==> src/rtl/apb_dual_master_ctrl.sv <==
// APB master that arbitrates two local requesters round-robin and runs the
// SETUP/ACCESS sequence, decoding the slave from the address MSB and aborting stalled accesses.
module apb_dual_master_ctrl #(
   parameter int ADDR_W  = 7,
   parameter int DATA_W  = 8,
   parameter int TIMEOUT = 15
) (
   input  logic              PCLK,
   input  logic              PRESET,
   input  logic              req0,
   input  logic              req1,
   input  logic              wr0,
   input  logic              wr1,
   input  logic [ADDR_W-1:0] addr0,
   input  logic [ADDR_W-1:0] addr1,
   input  logic [DATA_W-1:0] wdata0,
   input  logic [DATA_W-1:0] wdata1,
   output logic              gnt0,
   output logic              gnt1,
   output logic              done0,
   output logic              done1,
   output logic [DATA_W-1:0] rdata,
   output logic              err,
   output logic              PSELECT1,
   output logic              PSELECT2,
   output logic              PENABLE,
   output logic              PWRITE,
   output logic [ADDR_W-1:0] PADDR,
   output logic [DATA_W-1:0] PWDATA,
   input  logic [DATA_W-1:0] PRDATA,
   input  logic              PREADY,
   input  logic              PSLVERR
);
   localparam int CW = $clog2(TIMEOUT + 1);
   localparam logic [CW-1:0] TMO = CW'(TIMEOUT);

   typedef enum logic [1:0] {IDLE, SETUP, ACCESS} state_t;

   state_t            state_q, state_d;
   logic              owner_q, owner_d;
   logic              last_q, last_d;
   logic [CW-1:0]     cnt_q, cnt_d;
   logic              gnt0_q, gnt0_d, gnt1_q, gnt1_d;
   logic              done0_q, done0_d, done1_q, done1_d;
   logic [DATA_W-1:0] rdata_q, rdata_d;
   logic              err_q, err_d;
   logic              psel1_q, psel1_d, psel2_q, psel2_d;
   logic              penable_q, penable_d;
   logic              pwrite_q, pwrite_d;
   logic [ADDR_W-1:0] paddr_q, paddr_d;
   logic [DATA_W-1:0] pwdata_q, pwdata_d;
   logic              win0;
   logic [ADDR_W-1:0] win_addr;

   always_comb begin
      state_d   = state_q;
      owner_d   = owner_q;
      last_d    = last_q;
      cnt_d     = cnt_q;
      gnt0_d    = 1'b0;
      gnt1_d    = 1'b0;
      done0_d   = 1'b0;
      done1_d   = 1'b0;
      rdata_d   = rdata_q;
      err_d     = err_q;
      psel1_d   = psel1_q;
      psel2_d   = psel2_q;
      penable_d = penable_q;
      pwrite_d  = pwrite_q;
      paddr_d   = paddr_q;
      pwdata_d  = pwdata_q;
      // On a tie the requester not served last wins; last_q = 1 favours req0.
      win0      = req0 & (~req1 | last_q);
      win_addr  = win0 ? addr0 : addr1;
      case (state_q)
         IDLE: begin
            psel1_d   = 1'b0;
            psel2_d   = 1'b0;
            penable_d = 1'b0;
            if (req0 | req1) begin
               owner_d  = ~win0;
               last_d   = ~win0;
               pwrite_d = win0 ? wr0 : wr1;
               paddr_d  = win_addr;
               pwdata_d = win0 ? wdata0 : wdata1;
               psel1_d  = ~win_addr[ADDR_W-1];
               psel2_d  = win_addr[ADDR_W-1];
               gnt0_d   = win0;
               gnt1_d   = ~win0;
               cnt_d    = '0;
               state_d  = SETUP;
            end
         end
         SETUP: begin
            penable_d = 1'b1;
            state_d   = ACCESS;
         end
         ACCESS: begin
            if (PREADY) begin
               if (!pwrite_q) rdata_d = PRDATA;
               err_d     = PSLVERR;
               done0_d   = ~owner_q;
               done1_d   = owner_q;
               psel1_d   = 1'b0;
               psel2_d   = 1'b0;
               penable_d = 1'b0;
               state_d   = IDLE;
            end else if (cnt_q == TMO) begin
               rdata_d   = '0;
               err_d     = 1'b1;
               done0_d   = ~owner_q;
               done1_d   = owner_q;
               psel1_d   = 1'b0;
               psel2_d   = 1'b0;
               penable_d = 1'b0;
               state_d   = IDLE;
            end else begin
               cnt_d = cnt_q + CW'(1);
            end
         end
         default: state_d = IDLE;
      endcase
   end

   always_ff @(posedge PCLK or negedge PRESET) begin
      if (!PRESET) begin
         state_q   <= IDLE;
         owner_q   <= 1'b0;
         last_q    <= 1'b1;
         cnt_q     <= '0;
         gnt0_q    <= 1'b0;
         gnt1_q    <= 1'b0;
         done0_q   <= 1'b0;
         done1_q   <= 1'b0;
         rdata_q   <= '0;
         err_q     <= 1'b0;
         psel1_q   <= 1'b0;
         psel2_q   <= 1'b0;
         penable_q <= 1'b0;
         pwrite_q  <= 1'b0;
         paddr_q   <= '0;
         pwdata_q  <= '0;
      end else begin
         state_q   <= state_d;
         owner_q   <= owner_d;
         last_q    <= last_d;
         cnt_q     <= cnt_d;
         gnt0_q    <= gnt0_d;
         gnt1_q    <= gnt1_d;
         done0_q   <= done0_d;
         done1_q   <= done1_d;
         rdata_q   <= rdata_d;
         err_q     <= err_d;
         psel1_q   <= psel1_d;
         psel2_q   <= psel2_d;
         penable_q <= penable_d;
         pwrite_q  <= pwrite_d;
         paddr_q   <= paddr_d;
         pwdata_q  <= pwdata_d;
      end
   end

   assign gnt0     = gnt0_q;
   assign gnt1     = gnt1_q;
   assign done0    = done0_q;
   assign done1    = done1_q;
   assign rdata    = rdata_q;
   assign err      = err_q;
   assign PSELECT1 = psel1_q;
   assign PSELECT2 = psel2_q;
   assign PENABLE  = penable_q;
   assign PWRITE   = pwrite_q;
   assign PADDR    = paddr_q;
   assign PWDATA   = pwdata_q;
endmodule

==> config.mk <==
export PLATFORM = sky130hd
export DESIGN_NAME = apb_dual_master_ctrl
export DESIGN_NICKNAME = d
export VERILOG_FILES = /design/src/rtl/apb_dual_master_ctrl.sv
export SDC_FILE = /design/constraint.sdc
export NUM_CORES = 1
export LEC_CHECK = 0
export ABC_AREA = 1
export ABC_CLOCK_PERIOD_IN_PS = 1170
export CAP_MARGIN = 10
export CORE_MARGIN = 2
export CORE_UTILIZATION = 40
export DETAILED_ROUTE_END_ITERATION = 10
export DONT_BUFFER_PORTS = 1
export PLACE_DENSITY_LB_ADDON = 0.25
export SYNTH_ARGS = -nofsm -noshare
export SYNTH_HDL_FRONTEND = slang
export SYNTH_SLANG_ARGS = --single-unit
==> constraint.sdc <==
create_clock -name PCLK -period 1.17 [get_ports PCLK]
set_input_delay 0.117 -clock PCLK [delete_from_list [all_inputs] [get_ports PCLK]]
set_output_delay 0.117 -clock PCLK [all_outputs]
set_load 0.05 [all_outputs]
**Word-level counts from Yosys, hierarchy flattened**

Index checks and enable logic that the tools add are counted.

- Flip-flop bits (word level): 40
- Output and inout bits: 32
- Word-level logic and storage cells: 76

- $add $sub $neg: 1
- Equal/unequal tests: 8
- Mux-type cells: 33
- Bitwise gates (word level): 7
- Reduce and logical (&&, ||, !) cells: 11

Operators with widths:

| operator | number |
|---|---|
| $mux W8 | 4 |
| $mux W1 | 17 |
| $mux W4 | 3 |
| $reduce_and A2 Y1 | 5 |
| $ne A2 B2 Y1 const B | 4 |
| $pmux W4 S2 | 1 |
| $mux W7 | 1 |
| $mux W2 | 3 |
| $pmux W2 S3 | 1 |
| $add A4 B1 Y4 const B | 1 |
| $eq A4 B4 Y1 const B | 1 |
| $not A1 Y1 | 4 |
| $pmux W1 S2 | 2 |
| $reduce_and A4 Y1 | 1 |
| $reduce_bool A2 Y1 | 2 |
| $ne A3 B3 Y1 const B | 1 |
| $pmux W1 S3 | 1 |
| $reduce_and A3 Y1 | 1 |
| $reduce_bool A3 Y1 | 1 |
| $eq A2 B1 Y1 const B | 1 |
| $eq A2 B2 Y1 const B | 1 |
| $logic_not A2 Y1 | 1 |
| $or A1 B1 Y1 | 2 |
| $and A1 B1 Y1 | 1 |

**Longest topological paths before layout**

Gate-level depths: netlist of the first run.

- Depth after elaboration: 7
- Depth in mapped cells: 8
- Depth with buffers taken out: 8

**Worst setup path after synthesis of the first run**

OpenSTA, ideal clock, no wires.

- Path type: reg2reg
- From: reg pwrite_q, in the netlist PWRITE
- To: reg rdata_q[5], in the netlist rdata[5]
- Setup time: 0.074 ns
- Arrival: 1.201 ns
- Data required time: 1.096 ns
- Slack: -0.104 ns
- Cell stages (with the launch flop): 6
- Path buffers: 1
- Period minus slack after synthesis: 1.274 ns
- Cell sequence: dfrtp_1 nand2_1 nand3_4 buf_6 nand2_1 o21ai_2

- Cells in the longest elaborated chain, start to end: 2

RTL lines:

| item | line | RTL |
|---|---|---|
| from (decl) | 49 | `logic pwrite_q, pwrite_d;` |
| from (signal assigned) | 157 | `pwrite_q <= pwrite_d;` |
| $ne A2 B2 Y1 (no source line) | n/a |  |
| $reduce_and A3 Y1 (no source line) | n/a |  |
| to (signal assigned) | 152 | `rdata_q <= rdata_d;` |
| to (decl) | 45 | `logic [DATA_W-1:0] rdata_q, rdata_d;` |

Every way passes these cells.
A chain may end at the register's enable or synchronous reset.

**Final worst setup path of the first run**

- From: reg state_q[1]
- To: reg pwdata_q[2], in the netlist PWDATA[2]

- Cells in the longest elaborated chain, start to end: 2

RTL lines:

| item | line | RTL |
|---|---|---|
| from (decl) | 39 | `state_t state_q, state_d;` |
| from (signal assigned) | 144 | `state_q <= state_d;` |
| $logic_not A2 Y1 | 75 | `case (state_q)` |
| $reduce_and A2 Y1 (no source line) | n/a |  |
| to (signal assigned) | 159 | `pwdata_q <= pwdata_d;` |
| to (decl) | 51 | `logic [DATA_W-1:0] pwdata_q, pwdata_d;` |

Every way passes these cells.

==> flow_summary.ini, run 1 <==
[power_and_ir_drop]
seqPwrFrac_pct = 29.9
p_clk_share_pct = 11.3
cellPowerDensity_nw_per_um2 = 2810
power.leakage_nw = 1.50
comb_power_share_pct = 58.8
ir_drop_mv = 1.85
netSwitchingFraction_pct = 49.9
p_int_mw = 4.21
p_sw_mw = 4.19

[critical_path]
cp_slowest_cell = dfrtp_2
max_stage_delay_ns = 0.44
crit_chain = nor2_2 -> inv_2 -> nor2_8 -> buf_12 -> nand2_2 -> o21ai_2
critPathKind = reg -> reg
cp.required_ns = 1.40
cp-start-kind = flip-flop
path_max_fanout = 11
critPathCaptureType = flip-flop
cp.arrival_ns = 1.45
ff2ff_setup_slack_ns = -0.06

[timing]
period_share_pct = 105
fmax_ghz = 0.816
rsz0062_at_grt = yes
setup_ws_ns = -0.0555
maxSlewViolCount = 0
post-route-min-period_ns = 1.23
tightestPinTransition_ns = 0.453
max_slew_margin_pct = 69.8
final.setup.tns_ns = -0.691
fin_skew_ns = 0.00517
whs_ns = 0.00103
report.final.hold_viol_count = 0
setup_viol = 21

[clocking]
cts_made_buffers = 5
clock-root-buffer = clkbuf_8
cts_tree = built
clk_pin_slew_ns = 0.08
cts_max_level = 2
clockBufferDepth = 2
clkLatencyLatePin_ns = 0.29
cts_sinks = 40

[yosys]
ys_warn_count = 0
synth_seq_cells = 40
ys_seq_area_share_pct = 49.2
yosysUniqueCellTypes = 24
netlist_area_sq_um = 2040
syn_inst = 242
synth_fp_nets = 289
avgSynthCellArea_sq_um = 8.41

[finish]
fin_util_pct = 62.1
layout.nets = 361
syn_to_final_growth_pct = 47.0
antenna_cells = 0
design_area_sq_um = 2990
drive_gt1_share_pct = 44.8
fillCellCount = 422

[run_status]
violations = setup timing
status = finished with violations

[flow_run]
drv_cap = 0

[grt]
antenna_found_initial = 0
grt_pass1_vias = 1821
grt_max_degree = 41
grt_pass1_wl_mm = 7.94
grt.overflow.total = 0
track_usage_pct = 18.6

[route]
drt_wl_total_mm = 4.80
dr_total_vias = 1733
vias_per_cell = 4.54
dr.pass1.iters = 4
route.detailed.drc = 0
wl_per_cell_microns = 12.6
ant_nets = 0
drt-initial-drc-count = 63

[floorplan]
rows = 25
die_height_microns = 75.3
core_area_sq_um = 4820
initial_core_util_pct = 42.3
die_w_microns = 75.3
fp.dieArea_sq_um = 5680
io_pins = 78

[place]
globalplace.congestion = 0.817
preCtsSetupSlack_ns = -0.0623
portBuffers = 0
place_hpwl_mm = 3.06
placed_area_sq_um = 2440

[hold_path]
hp-class = in -> reg
-- cell families (layout without fill, tap and decap cells) --
family,Yosys count,after routing,share of synthesized area [%]
AOI/OAI and AO/OA,28,28,10.9
and+or+nand+nor,135,136,29.5
DFF,40,40,49.2
adders and majority gates,1,1,0.615
xor gates and xnor gates,1,1,0.430
buffers and inverters,37,109,9.28
-- placed cells by master, fill, tap and decap left out --
cell           instances
nor2_4                 1
buf_12                 5
xnor2_1                1
inv_2                  4
dfstp_2                1
nor2_8                 1
o21ai_2               23
ha_4                   1
nand3_2                2
nand3_1                2
inv_1                 24
dfrtp_2                3
o21ai_0                1
buf_6                  4
o21ai_1                3
nand2_4                6
buf_16                 1
nand2_1               57
buf_4                 38
dfrtp_1               36
clkbuf_1               2
nor2_2                 6
nand2_2               35
inv_6                  1
a21oi_1                1
nor2_1                22
clkbuf_8               6
nand4_1                1
dlygate4sd3_1         24
nand3_4                3
-- what timing repair did --
| action | 4_1_cts | 5_1_grt |
|---|---|---|
| endpoints found under the setup margin | 31 | 37 |
| hold buffers | 25 | 0 |
| resized for setup | 31 | 15 |
| gates cloned | 2 | 0 |
| hold endpoints to repair | 62 | 0 |
| pin swaps | 6 | 3 |
| setup buffers | 2 | 0 |
-- sequential cells by signal, summed over array words and instances (netlist names) --
signal / flops
last_q: 1
PADDR: 7
PWRITE: 1
state_q: 2
err: 1
owner_q: 1
done1: 1
PENABLE: 1
PWDATA: 8
cnt_q: 4
PSELECT2: 1
PSELECT1: 1
gnt1: 1
gnt0: 1
rdata: 8
done0: 1
-- per-stage QoR --
step	instances	power, mW
after global routing	382	8.94
after detailed placement	345	7.00
after CTS	382	8.38
after floorplan	242	5.78
final	382	8.40
after global placement	345	6.94
-- routing by layer --
layer | wire length (microns) | track usage [%] | vias to the layer above
met2 | 2440 | 32.4 | 55
met1 | 2010 | 21.9 | 792
li1 | - | - | 881
met3 | 306 | 5.95 | 5
met5 | 0 | 0 | -
met4 | 43 | 5.46 | 0
-- cells in the mapped netlist --
library cell / number / share of area (%)
dfstp_2: 1 / 1.3
buf_12: 1 / 0.98
a21oi_1: 1 / 0.25
inv_2: 1 / 0.18
dfrtp_1: 39 / 48
inv_4: 1 / 0.31
buf_2: 4 / 0.98
ha_1: 1 / 0.61
nor2_4: 1 / 0.55
nor2_2: 1 / 0.31
nand3_2: 1 / 0.49
nor2_1: 27 / 5.0
nor2_8: 1 / 0.98
o21ai_2: 22 / 9.5
nand2_2: 16 / 4.9
buf_6: 2 / 1.1
nand2_1: 82 / 15
nand3_4: 1 / 0.86
nand3_1: 4 / 0.98
inv_1: 27 / 5.0
buf_8: 1 / 0.74
xnor2_1: 1 / 0.43
o21ai_0: 5 / 1.2
nand4_1: 1 / 0.31
-- power groups by stage --
stage / registers, mW / clock network [mW] / logic, mW
floorplan: 4.03 / 0 / 1.74
global placement: 2.49 / 0 / 4.45
detailed placement: 2.49 / 0 / 4.51
CTS: 2.50 / 0.974 / 4.91
global route: 2.60 / 1.03 / 5.31
finish: 2.51 / 0.947 / 4.94
-- final cells by class --
cell class	instances	area (sq um)	area share (%)
clock buffers	8	90.1	3.01
multi-input cells	166	1000	33.4
repair buffers	72	698	23.3
flip-flops and latches	40	1010	33.6
well taps	67	83.8	2.80
inverters	29	114	3.80
-- path summary, 6_finish.rpt --
kind	from	endpoint	depth (start not counted)
hold reg to reg	owner_q$_DFFE_PN0P_	done0$_DFF_PN0_	1
hold / removal	PSLVERR	err$_DFFE_PN0P_	2
setup / recovery	state_q[1]$_DFFE_PN0P_	PWDATA[2]$_DFFE_PN0P_	6
min in group asynchronous	PRESET	PSELECT1$_DFFE_PN0P_	2
setup reg to reg	state_q[1]$_DFFE_PN0P_	PWDATA[2]$_DFFE_PN0P_	6
max in group asynchronous	PRESET	last_q$_DFFE_PN1P_	2
-- critical path: cells and delay by family (launching register included) --
kind                   cells  cell delay (ns)
AND/OR/NAND/NOR            3             0.37
flip-flops                 1             0.44
AO/OA/AOI/OAI              1             0.10
buffers and inverters      2             0.25
Power figures use the tool's default switching activity.
==> inputs of run 2 (changes only) <==
--- a/config.mk
+++ b/config.mk
@@ -13,6 +13,7 @@
 export DETAILED_ROUTE_END_ITERATION = 10
 export DONT_BUFFER_PORTS = 1
 export PLACE_DENSITY_LB_ADDON = 0.25
+export SKIP_LAST_GASP = 1
 export SYNTH_ARGS = -nofsm -noshare
 export SYNTH_HDL_FRONTEND = slang
 export SYNTH_SLANG_ARGS = --single-unit
==> run 2 against run 1 <==
Against the previous run:
- non-clock buffer count increased by 1
- via count is 0.69% higher
- die area unchanged
- the flow still finishes with violations (setup timing)
- first-iteration DRC count fell by 11%
==> flow_summary.ini, run 2 (synthesis results as in run 1) <==
[timing]
final.setup.tns_ns = -0.652
maxSlewViolCount = 0
setup_ws_ns = -0.0543
post-route-min-period_ns = 1.22
period_share_pct = 105
tightestPinTransition_ns = 0.455
fmax_ghz = 0.817
whs_ns = 0.000459
fin_skew_ns = 0.00527
max_slew_margin_pct = 69.7
rsz0062_at_grt = yes
setup_viol = 20
report.final.hold_viol_count = 0

[floorplan]
core_area_sq_um = 4820
fp.dieArea_sq_um = 5680
rows = 25
die_w_microns = 75.3
die_height_microns = 75.3
io_pins = 78
initial_core_util_pct = 42.3

[finish]
final_cells = 383
final_cell_mix = nand2_1 (59), buf_4 (38), dfrtp_1 (36)
antenna_cells = 0
syn_to_final_growth_pct = 48.7
layout.nets = 362
final_common_cell = nand2_1
fin_util_pct = 62.8
drive_gt1_share_pct = 44.3

[route]
ant_nets = 0
route.detailed.drc = 0
drt_wl_total_mm = 4.91
dr_total_vias = 1745
top_layer = met4
wl_met3_microns = 324
wl_met1_mm = 2.00
vias_per_cell = 4.56
drt-initial-drc-count = 56
wl_per_cell_microns = 12.8
wl_met2_mm = 2.52
dr.pass1.iters = 4

[grt]
grt_max_degree = 41
grt_pass1_wl_mm = 7.92
grt_pass1_vias = 1818
antenna_found_initial = 0
track_usage_pct = 18.5
grt.overflow.total = 0

[clocking]
clkLatencyLatePin_ns = 0.29
cts_max_level = 2
cts_tree = built
cts_sinks = 40
cts_made_buffers = 5
clock-root-buffer = clkbuf_8
clockBufferDepth = 2
clk_pin_slew_ns = 0.08

[place]
globalplace.congestion = 0.817
portBuffers = 0
place_hpwl_mm = 3.06
post-place-cells = 345

[critical_path]
path_max_fanout = 11
crit_chain = nor2_2 -> inv_2 -> nor2_8 -> buf_12 -> nand2_2 -> o21ai_2
cp.arrival_ns = 1.45
cp-start-kind = flip-flop
cp_slowest_cell = dfrtp_2
critPathCaptureType = flip-flop
max_stage_delay_ns = 0.44
critPathKind = reg -> reg
cp.required_ns = 1.40

[power_and_ir_drop]
netSwitchingFraction_pct = 49.8
p_sw_mw = 4.21
p_int_mw = 4.24
p_clk_share_pct = 11.2
ir_drop_mv = 1.69
cellPowerDensity_nw_per_um2 = 2790
power.leakage_nw = 1.52
seqPwrFrac_pct = 29.7
comb_power_share_pct = 59.1

[run_status]
status = finished with violations
violations = setup timing

[hold_path]
hp-class = in -> reg

[flow_run]
drv_cap = 0
-- run 2: final timing paths --
kind                                             start               endpoint  slack (ns)  depth (start not counted)
worst max-delay path            state_q[1]$_DFFE_PN0P_  PWDATA[2]$_DFFE_PN0P_       -0.05                          6
worst min-delay path                           PSLVERR        err$_DFFE_PN0P_      0.0005                          2
worst min register to register     owner_q$_DFFE_PN0P_        done0$_DFF_PN0_        0.43                          1
max in group asynchronous                       PRESET     last_q$_DFFE_PN1P_        0.63                          2
min in group asynchronous                       PRESET   PSELECT1$_DFFE_PN0P_        0.29                          2
worst max register to register  state_q[1]$_DFFE_PN0P_  PWDATA[2]$_DFFE_PN0P_       -0.05                          6
-- run 2: power by group through the flow --
stage / combinational [mW] / sequential [mW] / clock [mW]
floorplan: 1.74 / 4.03 / 0
detailed placement: 4.51 / 2.49 / 0
CTS: 4.90 / 2.50 / 0.974
global route: 5.37 / 2.60 / 1.03
finish: 5.00 / 2.51 / 0.946
global placement: 4.45 / 2.49 / 0
-- run 2: timing repair --
action | in CTS | in global routing
gates cloned | 2 | 1
hold buffers | 25 | 0
setup buffers | 2 | 0
setup endpoints to repair | 31 | 37
endpoints found under the hold margin | 62 | 0
pin swaps | 6 | 4
gates resized for setup | 27 | 19
-- run 2: area by class of cell --
class,instances,area [sq um]
Clock buffer,8,90.1
Fill cell,415,1790
Inverter,29,114
Multi-Input combinational cell,166,1010
Sequential cell,40,1010
Tap cell,67,83.8
Timing Repair Buffer,73,723
-- run 2: critical path: cells and delay by family (launching register included) --
family                 cells  cell delay [ns]
AND/OR/NAND/NOR            3             0.37
AO/OA/AOI/OAI              1             0.10
flip-flops                 1             0.44
buffers and inverters      2             0.25
-- run 2: per-stage QoR --
| stage | total power [mW] | cell area [sq um] | setup slack (ns) |
|---|---|---|---|
| floorplan | 5.78 | 2080 | -0.0673 |
| global placement | 6.94 | 2440 | -0.0428 |
| detailed placement | 7.00 | 2440 | -0.0623 |
| CTS | 8.38 | 2950 | -0.0578 |
| global route | 9.00 | 3030 | -0.129 |
| finish | 8.46 | 3030 | -0.0543 |
-- run 2: per-layer routing --
layer	up-vias	global-route usage [%]
met2	56	32.4
met4	0	5.46
met1	799	21.8
met3	6	5.95
met5	-	0
li1	884	-
==> inputs of run 3 (changes only) <==
--- a/config.mk
+++ b/config.mk
@@ -9,7 +9,7 @@
 export ABC_CLOCK_PERIOD_IN_PS = 1170
 export CAP_MARGIN = 10
 export CORE_MARGIN = 2
-export CORE_UTILIZATION = 40
+export CORE_UTILIZATION = 50
 export DETAILED_ROUTE_END_ITERATION = 10
 export DONT_BUFFER_PORTS = 1
 export PLACE_DENSITY_LB_ADDON = 0.25
==> run 3 against run 2 <==
Against the previous run:
- the run ends with hold timing, setup timing left
- via count up 4.5%
- final area rose by 3.1%
- clock skew grew 0.0023 ns
- sequential power is essentially flat
- highest routed layer unchanged
- critical path type unchanged
- critical endpoint is now rdata[6]$_DFFE_PN0P_
==> flow_summary.ini, run 3 (synthesis results as in run 1) <==
[route]
top_layer = met4
wl_met1_mm = 2.14
wl_per_cell_microns = 14.3
route.detailed.drc = 0
drt_wl_total_mm = 5.31
drt-initial-drc-count = 128
wl_met2_mm = 2.77
dr_total_vias = 1823
wl_met3_microns = 304
dr.pass1.iters = 4
vias_per_cell = 4.90
ant_nets = 0

[critical_path]
critPathKind = reg -> reg
critPathCaptureType = flip-flop
worstReg2RegStart = state_q[0]$_DFFE_PN0P_
crit_start = state_q[0]$_DFFE_PN0P_
cp.depth = 6
crit_chain = buf_6 -> nor2_4 -> buf_6 -> nand3_4 -> nand2_2 -> o21ai_2
rr_worst_depth = 6
cp.arrival_ns = 1.45
cp-start-kind = flip-flop
max_stage_delay_ns = 0.43
ff2ff_setup_slack_ns = -0.09
crit_end = rdata[6]$_DFFE_PN0P_
cp.required_ns = 1.36
path_common_cell = buf_6
r2r_end = rdata[6]$_DFFE_PN0P_
path_max_fanout = 8
crit_family = flip-flops
cp_slowest_cell = dfrtp_1
cp.buffers_inverters = 2

[place]
place_hpwl_mm = 2.92
preCtsSetupSlack_ns = -0.147
placed_area_sq_um = 2400
globalplace.congestion = 0.766
portBuffers = 0

[timing]
post-route-min-period_ns = 1.26
maxSlewViolCount = 0
fin_skew_ns = 0.00755
final.setup.tns_ns = -1.14
tightestPinTransition_ns = 0.448
whs_ns = -0.00253
max_slew_margin_pct = 70.1
fmax_ghz = 0.793
setup_viol = 28
report.final.hold_viol_count = 1
setup_ws_ns = -0.0914
period_share_pct = 108
rsz0062_at_grt = yes

[power_and_ir_drop]
ir_drop_mv = 1.86
power.leakage_nw = 1.56
cellPowerDensity_nw_per_um2 = 2870

[run_status]
status = finished with violations
violations = hold timing, setup timing

[grt]
track_usage_pct = 24.2
antenna_found_initial = 0
grt_pass1_vias = 1786
grt_max_degree = 41
grt.overflow.total = 0
grt_pass1_wl_mm = 8.11

[finish]
final_common_cell = nand2_1
fin_util_pct = 78.5
design_area_sq_um = 3120
syn_to_final_growth_pct = 53.2
antenna_cells = 0
fillCellCount = 263
layout.nets = 368
drive_gt1_share_pct = 49.7
final_cell_mix = nand2_1 (54), buf_4 (43), nand2_2 (39)

[clocking]
cts_sinks = 40
cts_made_buffers = 5
cts_max_level = 2
cts_tree = built
clkLatencyLatePin_ns = 0.30
clock-root-buffer = clkbuf_8
clockBufferDepth = 2
clk_pin_slew_ns = 0.07

[floorplan]
die_w_microns = 67.8
die_height_microns = 67.8
initial_core_util_pct = 51.3
io_pins = 78
rows = 23
fp.dieArea_sq_um = 4600
core_area_sq_um = 3970

[hold_path]
hp-class = in -> reg

[flow_run]
drv_cap = 0
[run 3: changes by cell type in the layout (fill, tap and decap cells not counted), moves of 4 or more]
cell,before,now
buf_4,38,43
nand2_2,32,39
nand2_1,59,54
nor2_1,22,16
nor2_2,6,10
[run 3: how the worst min path moves through the flow]
stage / from / to / slack (ns) / cells after the start
global placement: PRESET / gnt0$_DFF_PN0_ / -0.18 / 0
detailed placement: PRESET / PSELECT2$_DFFE_PN0P_ / -0.18 / 0
floorplan: PRESET / PADDR[0]$_DFFE_PN0P_ / -0.18 / 0
global route: PSLVERR / err$_DFFE_PN0P_ / 0.02 / 2
CTS: addr0[5] / PADDR[5]$_DFFE_PN0P_ / 0.004 / 2
finish: wdata0[6] / PWDATA[6]$_DFFE_PN0P_ / -0.003 / 2
[run 3: metrics by stage]
step / total power [mW] / std cells / hold WS (ns)
3_5_place_dp: 6.97 / 327 / -0.178
3_3_place_gp: 6.89 / 327 / -0.177
6_report: 8.94 / 372 / -0.00253
4_1_cts: 8.61 / 367 / 0.00355
2_1_floorplan: 5.78 / 242 / -0.179
5_1_grt: 9.47 / 372 / 0.0166
[run 3: what timing repair did]
| action | in CTS | in global routing |
|---|---|---|
| cloned | 4 | 0 |
| pin swaps | 5 | 7 |
| setup buffers | 5 | 3 |
| endpoints found under the hold margin | 60 | 2 |
| resized for setup | 39 | 24 |
| endpoints found under the setup margin | 33 | 37 |
| hold buffers | 23 | 2 |
[run 3: metal layers]
layer | up-vias | GRT usage [%]
met5 | - | 0
met4 | 0 | 8.25
met3 | 9 | 6.50
met2 | 65 | 41.3
met1 | 855 | 29.6
li1 | 894 | -
[run 3: report_power, final]
part           switching (mW)  internal, mW
clock network           0.484         0.633
logic                    3.38          1.94
registers               0.529          1.98
[run 3: area by class of cell]
| cell class | count | area (sq um) | share of cell area (%) |
|---|---|---|---|
| multi-input cells | 166 | 1060 | 33.9 |
| flip-flops and latches | 40 | 1000 | 32.2 |
| repair buffers | 79 | 773 | 24.8 |
| inverters | 29 | 114 | 3.65 |
| clock buffers | 6 | 72.6 | 2.33 |
| well taps | 50 | 62.6 | 2.01 |
| clock inverters | 2 | 35.0 | 1.12 |
